## src/rtl/data_mem_arbiter.sv

```systemverilog
// data_mem_arbiter: lets all threads of the compute core share one single-port
// data memory. Requests are granted one at a time in round-robin order. Each
// granted access is driven to memory for one cycle. A load then waits
// MEM_LATENCY cycles for read data. The response (load data, or a zero-data
// store acknowledge) goes back to the granted thread for one cycle.
//
// Ports:
//   clk, reset          clock (rising edge), asynchronous active-high reset
//   i_req_valid/write   per-thread request valid and type (1 = store)
//   i_req_addr/wdata    per-thread address / store data, thread i at slot i
//   o_req_ready         one-hot accept strobe, only ever high in IDLE
//   o_resp_valid        one-hot response strobe to the granted thread
//   o_resp_rdata        load data (zero for a store acknowledge)
//   o_grant_id          thread currently owning the memory
//   o_mem_*             memory access strobe, write enable, address, write data
//   i_mem_rdata         memory read data, valid MEM_LATENCY cycles after issue
//   o_busy              high whenever an access is in flight
module data_mem_arbiter #(
  parameter int NUM_THREADS     = 4,
  parameter int THREAD_ID_WIDTH = 2,
  parameter int ADDR_WIDTH      = 8,
  parameter int DATA_WIDTH      = 16,
  parameter int MEM_LATENCY     = 2
) (
  input  logic                              clk,
  input  logic                              reset,
  input  logic [NUM_THREADS-1:0]            i_req_valid,
  input  logic [NUM_THREADS-1:0]            i_req_write,
  input  logic [NUM_THREADS*ADDR_WIDTH-1:0] i_req_addr,
  input  logic [NUM_THREADS*DATA_WIDTH-1:0] i_req_wdata,
  output logic [NUM_THREADS-1:0]            o_req_ready,
  output logic [NUM_THREADS-1:0]            o_resp_valid,
  output logic [DATA_WIDTH-1:0]             o_resp_rdata,
  output logic [THREAD_ID_WIDTH-1:0]        o_grant_id,
  output logic                              o_mem_en,
  output logic                              o_mem_we,
  output logic [ADDR_WIDTH-1:0]             o_mem_addr,
  output logic [DATA_WIDTH-1:0]             o_mem_wdata,
  input  logic [DATA_WIDTH-1:0]             i_mem_rdata,
  output logic                              o_busy
);

  localparam int CNT_W = (MEM_LATENCY > 1) ? $clog2(MEM_LATENCY + 1) : 1;
  localparam logic [NUM_THREADS-1:0] ONE_HOT0 = {{(NUM_THREADS-1){1'b0}}, 1'b1};

  typedef enum logic [1:0] {S_IDLE, S_ISSUE, S_WAIT, S_RESP} state_t;

  state_t                     r_state;
  state_t                     w_state_next;
  logic [THREAD_ID_WIDTH-1:0] r_last_grant;
  logic [THREAD_ID_WIDTH-1:0] r_grant_id;
  logic                       r_write;
  logic                       r_mem_en;
  logic                       r_mem_we;
  logic [ADDR_WIDTH-1:0]      r_mem_addr;
  logic [DATA_WIDTH-1:0]      r_mem_wdata;
  logic [NUM_THREADS-1:0]     r_resp_valid;
  logic [DATA_WIDTH-1:0]      r_resp_rdata;
  logic [CNT_W-1:0]           r_cnt;
  logic                       r_busy;

  logic                       w_found;
  logic [THREAD_ID_WIDTH-1:0] w_winner;
  logic [THREAD_ID_WIDTH-1:0] w_idx;
  logic [NUM_THREADS-1:0]     w_req_ready;
  logic [ADDR_WIDTH-1:0]      w_sel_addr;
  logic [DATA_WIDTH-1:0]      w_sel_wdata;

  assign w_sel_addr  = i_req_addr[int'(w_winner)*ADDR_WIDTH +: ADDR_WIDTH];
  assign w_sel_wdata = i_req_wdata[int'(w_winner)*DATA_WIDTH +: DATA_WIDTH];

  // Round-robin search: first valid thread after the last grant, wrapping.
  always_comb begin
    w_found  = 1'b0;
    w_winner = {THREAD_ID_WIDTH{1'b0}};
    w_idx    = {THREAD_ID_WIDTH{1'b0}};
    for (int k = 1; k <= NUM_THREADS; k++) begin
      w_idx = THREAD_ID_WIDTH'((int'(r_last_grant) + k) % NUM_THREADS);
      if (i_req_valid[w_idx] && !w_found) begin
        w_winner = w_idx;
        w_found  = 1'b1;
      end else begin
        w_winner = w_winner;
      end
    end
  end

  // State register.
  always_ff @(posedge clk or posedge reset) begin
    if (reset) begin
      r_state <= S_IDLE;
    end else begin
      r_state <= w_state_next;
    end
  end

  // Next-state logic and the combinational accept strobe.
  always_comb begin
    w_state_next = r_state;
    w_req_ready  = {NUM_THREADS{1'b0}};
    case (r_state)
      S_IDLE: begin
        if (w_found) begin
          w_state_next = S_ISSUE;
          w_req_ready  = ONE_HOT0 << w_winner;
        end else begin
          w_state_next = S_IDLE;
        end
      end
      S_ISSUE: begin
        if (r_write) begin
          w_state_next = S_RESP;
        end else begin
          w_state_next = S_WAIT;
        end
      end
      S_WAIT: begin
        if (r_cnt == CNT_W'(1)) begin
          w_state_next = S_RESP;
        end else begin
          w_state_next = S_WAIT;
        end
      end
      S_RESP:  w_state_next = S_IDLE;
      default: w_state_next = S_IDLE;
    endcase
  end

  // Accept strobe is masked while reset is held so it reads zero in reset.
  assign o_req_ready = reset ? {NUM_THREADS{1'b0}} : w_req_ready;

  // Request latch, memory drive, latency counter and response registers.
  always_ff @(posedge clk or posedge reset) begin
    if (reset) begin
      r_last_grant <= THREAD_ID_WIDTH'(NUM_THREADS - 1);
      r_grant_id   <= {THREAD_ID_WIDTH{1'b0}};
      r_write      <= 1'b0;
      r_mem_en     <= 1'b0;
      r_mem_we     <= 1'b0;
      r_mem_addr   <= {ADDR_WIDTH{1'b0}};
      r_mem_wdata  <= {DATA_WIDTH{1'b0}};
      r_resp_valid <= {NUM_THREADS{1'b0}};
      r_resp_rdata <= {DATA_WIDTH{1'b0}};
      r_cnt        <= {CNT_W{1'b0}};
      r_busy       <= 1'b0;
    end else begin
      r_busy <= (w_state_next != S_IDLE);
      case (r_state)
        S_IDLE: begin
          r_resp_valid <= {NUM_THREADS{1'b0}};
          if (w_found) begin
            // mem_en/mem_we are set here so they are high exactly in ISSUE.
            r_mem_addr   <= w_sel_addr;
            r_mem_wdata  <= w_sel_wdata;
            r_write      <= i_req_write[w_winner];
            r_last_grant <= w_winner;
            r_grant_id   <= w_winner;
            r_mem_en     <= 1'b1;
            r_mem_we     <= i_req_write[w_winner];
          end else begin
            r_mem_en <= 1'b0;
            r_mem_we <= 1'b0;
          end
        end
        S_ISSUE: begin
          r_mem_en <= 1'b0;
          r_mem_we <= 1'b0;
          if (r_write) begin
            r_resp_rdata <= {DATA_WIDTH{1'b0}};
            r_resp_valid <= ONE_HOT0 << r_grant_id;
          end else begin
            r_cnt <= CNT_W'(MEM_LATENCY);
          end
        end
        S_WAIT: begin
          r_cnt <= r_cnt - CNT_W'(1);
          if (r_cnt == CNT_W'(1)) begin
            r_resp_rdata <= i_mem_rdata;
            r_resp_valid <= ONE_HOT0 << r_grant_id;
          end else begin
            r_resp_valid <= {NUM_THREADS{1'b0}};
          end
        end
        S_RESP: begin
          r_resp_valid <= {NUM_THREADS{1'b0}};
        end
        default: begin
          r_resp_valid <= {NUM_THREADS{1'b0}};
          r_mem_en     <= 1'b0;
          r_mem_we     <= 1'b0;
        end
      endcase
    end
  end

  assign o_resp_valid = r_resp_valid;
  assign o_resp_rdata = r_resp_rdata;
  assign o_grant_id   = r_grant_id;
  assign o_mem_en     = r_mem_en;
  assign o_mem_we     = r_mem_we;
  assign o_mem_addr   = r_mem_addr;
  assign o_mem_wdata  = r_mem_wdata;
  assign o_busy       = r_busy;

endmodule

```

## config.mk

```make
export PLATFORM = sky130hd
export DESIGN_NAME = data_mem_arbiter
export DESIGN_NICKNAME = d
export VERILOG_FILES = /design/src/rtl/data_mem_arbiter.sv
export SDC_FILE = /design/constraint.sdc
export NUM_CORES = 1
export LEC_CHECK = 0
export ABC_AREA = 1
export CORE_MARGIN = 1
export CORE_UTILIZATION = 45
export DETAILED_ROUTE_END_ITERATION = 10
export GPL_ROUTABILITY_DRIVEN = 0
export HOLD_SLACK_MARGIN = 0.08
export PLACE_DENSITY = 0.87
export SLEW_MARGIN = 5
export SYNTH_ARGS = -nofsm -noshare
export SYNTH_HDL_FRONTEND = slang
export SYNTH_SLANG_ARGS = --single-unit
```

## constraint.sdc

```tcl
create_clock -name clk -period 3.3 [get_ports clk]
set_input_delay 0.66 -clock clk [delete_from_list [all_inputs] [get_ports clk]]
set_output_delay 0.66 -clock clk [all_outputs]
set_load 0.005 [all_outputs]
```

==> out/metrics.cfg <==
[global_route]
grt_overflow = 0
antenna_found_initial = 0
grt_max_degree = 51
grt_util_all_layers = 0.2687
grt_pass1_vias = 3934
grt_first_pass_wirelength_mm = 18.20

[flow_run]
maxCapViolations = 0

[floorplan]
chipHeight_um = 91.98
die_w_um = 91.98
rows = 32
core-area_mm2 = 0.007767
ios = 175
dieArea_mm2 = 0.008460
start_util = 0.4691

[routing]
route.detailed.drc = 0
dr.pass1.iters = 5
avgRoutedWirePerCell_um = 13.94
via_per_inst = 5.206
ant_nets = 0
num_vias = 4248
wl_mm = 11.38
drt_iter0_markers = 188

[critical_path]
worstPathRequired_ns = 2.64
end_kind = primary output
reg2reg_slack_ns = 0.84
worstPathMaxFanout = 4
critPathArrivalTime_ns = 2.47
worst_setup_path_start_kind = input port
reg2reg_depth = 15
r2r-end = o_mem_we$_DFFE_PP0P_
crit_type = input port to primary output
reg2reg_from = r_last_grant[0]$_DFFE_PP1P_

[cells_and_area]
n_fill_cell = 632
fin_nets = 839
area_growth_pct = 52.20
n_antenna_cell = 0
fin_util = 0.7139
drive_above_1_share = 0.06303

[logic_synthesis]
avgSynthCellArea_um2 = 6.577
synth_area_mm2 = 0.003643
yosys_warnings = 0
ys_seq_area_frac = 0.3853
synth_nets = 680
synth_cells = 554
ys_ff_latch = 56
ys_types = 28

[clocking]
cts_buffer_depth = 2
cts_tree = done
clockRootBuffer = clkbuf_8
path_clk_slew_ns = 0.09
clkSinkCount = 56
hold_buffers = 0
cts_made_buffers = 5
cts_max_level = 2
clk_latency_ns = 0.31

[placed_design]
place_ws_ns = -0.07814
place_hpwl_mm = 8.523
io_buffer_count = 174

[timing]
setup_slack_ns = 0.1737
period_share = 0.9474
slew_viol_final = 0
slew-limit-headroom = 0.5297
min_period_ns = 3.126
setup_viol = 0
skew_ns = 0.006460
max_freq_mhz = 319.9
rsz0062_at_grt = no
finalHoldViolCount = 0
tightest_slew_ns = 0.7054

[power]
power.leakage_nw = 2.764
powerDensity_mw_per_mm2 = 1084
peakVddDrop_v = 0.0007379
finalPower_w = 0.006012

[worst_hold_path]
hp-class = flop to flop
worstHoldEndpoint = o_mem_addr[7]$_DFFE_PP0P_
hold_path_depth = 2
min_from = o_mem_addr[7]$_DFFE_PP0P_

[outcome]
status = finished, final reports clean

## layout make-up
class,count,area (um^2),area share
timing repair buffer,188,1846,0.3328
sequential,56,1404,0.2532
multi-input combinational,427,1924,0.3470
clock buffer,6,72.57,0.01309
clock inverter,2,35.03,0.006318
tap,102,127.6,0.02301
inverter,35,136.4,0.02459
## critical path: stages
cell,delay [ns]
clkdlybuf4s50_1,0.51
nand2_1,0.07
nand2_1,0.09
nand2_1,0.09
nand2_2,0.12
nor2_4,0.06
nand3_1,0.07
nand2_1,0.09
nor2_4,0.20
inv_4,0.06
nor3_1,0.20
dlygate4sd2_1,0.26
## state kept, by name, summed over array words and instances (netlist names)
register / flops
o_busy: 1
o_grant_id: 2
o_mem_addr: 8
o_mem_en: 1
o_mem_wdata: 16
o_mem_we: 1
o_resp_rdata: 16
o_resp_valid: 4
r_cnt: 2
r_last_grant: 2
r_state: 2
r_write: 1
## Yosys cell counts (all sizes together)
master	instances	area, um^2
clkbuf	13	48.80
nor4	2	18.77
or2	2	12.51
inv	35	136.4
nor2	6	40.04
buf	23	143.9
dfrtp	54	1351
dfstp	2	52.55
nand3	28	162.7
a31oi	1	6.260
nand2	299	1132
o21ai	29	145.1
nor3	2	10.01
a21oi	4	20.02
nand4	50	312.8
ha	4	50.05
## timing repair
item	CTS	global route
resized for setup	5	2
buffers inserted	0	0
setup endpoints to repair	4	1
endpoints found under the hold margin	0	0
pin swaps	1	0
## how the worst max path moves through the flow
stage / slack [ns] / startpoint / depth (start not counted) / to
finish: 0.17 / i_req_valid[1] / 12 / o_req_ready[1]
global route: 0.08 / i_req_valid[1] / 12 / o_req_ready[1]
CTS: 0.03 / i_req_valid[0] / 12 / o_req_ready[3]
detailed placement: -0.08 / i_req_valid[0] / 12 / o_req_ready[3]
global placement: 0.04 / i_req_valid[0] / 10 / o_req_ready[2]
floorplan: 0.84 / r_last_grant[0]$_DFFE_PP1P_ / 12 / o_req_ready[1]
## cell usage in the layout, fill, tap and decap left out, drive strengths merged
master	synthesis	layout
a21oi	4	4
a31oi	1	1
buf	23	14
bufinv	0	1
clkbuf	13	6
clkdlybuf4s50	0	170
clkinv	0	1
dfrtp	54	54
dfstp	2	2
dlygate4sd2	0	3
dlymetal6s2s	0	1
ha	4	4
inv	35	35
nand2	299	299
nand3	28	28
nand4	50	50
nor2	6	6
nor3	2	2
nor4	2	2
o21ai	29	29
or2	2	2
## layer usage
metal / vias to the layer above / routed length, um / global-route usage
met4: 0 / 194 / 0.05859
met2: 222 / 5679 / 0.4863
met5: - / 0 / 0
met3: 31 / 999 / 0.06716
li1: 2088 / - / -
met1: 1907 / 4505 / 0.3202
## where the power goes
part           leakage [nW]  switching (W)  total, W  internal (W)
logic                  2.00        0.00268   0.00435       0.00167
registers             0.712       0.000199   0.00122       0.00102
clock network        0.0552       0.000209  0.000435      0.000225
total                  2.76        0.00309   0.00601       0.00292
## kinds of logic after synthesis
kind of cell	count (synthesis)	share of synthesized area
buffers and inverters	71	0.09031
and+or+nand+nor	389	0.4636
DFF	56	0.3853
AOI/OAI and AO/OA	34	0.04705
adders and majority gates	4	0.01374
## through the flow
| step | setup TNS, ns | hold slack [ns] | std cells | instance area (um^2) |
|---|---|---|---|---|
| 6_report | 0 | 0.4832 | 816 | 5545 |
| 3_3_place_gp | 0 | 0.4622 | 808 | 5429 |
| 2_1_floorplan | 0 | 0.4508 | 554 | 3643 |
| 5_1_grt | 0 | 0.5002 | 816 | 5545 |
| 3_5_place_dp | -0.1832 | 0.4645 | 808 | 5429 |
| 4_1_cts | 0 | 0.4885 | 816 | 5540 |
No activity file was read; power rests on OpenSTA's default activity.
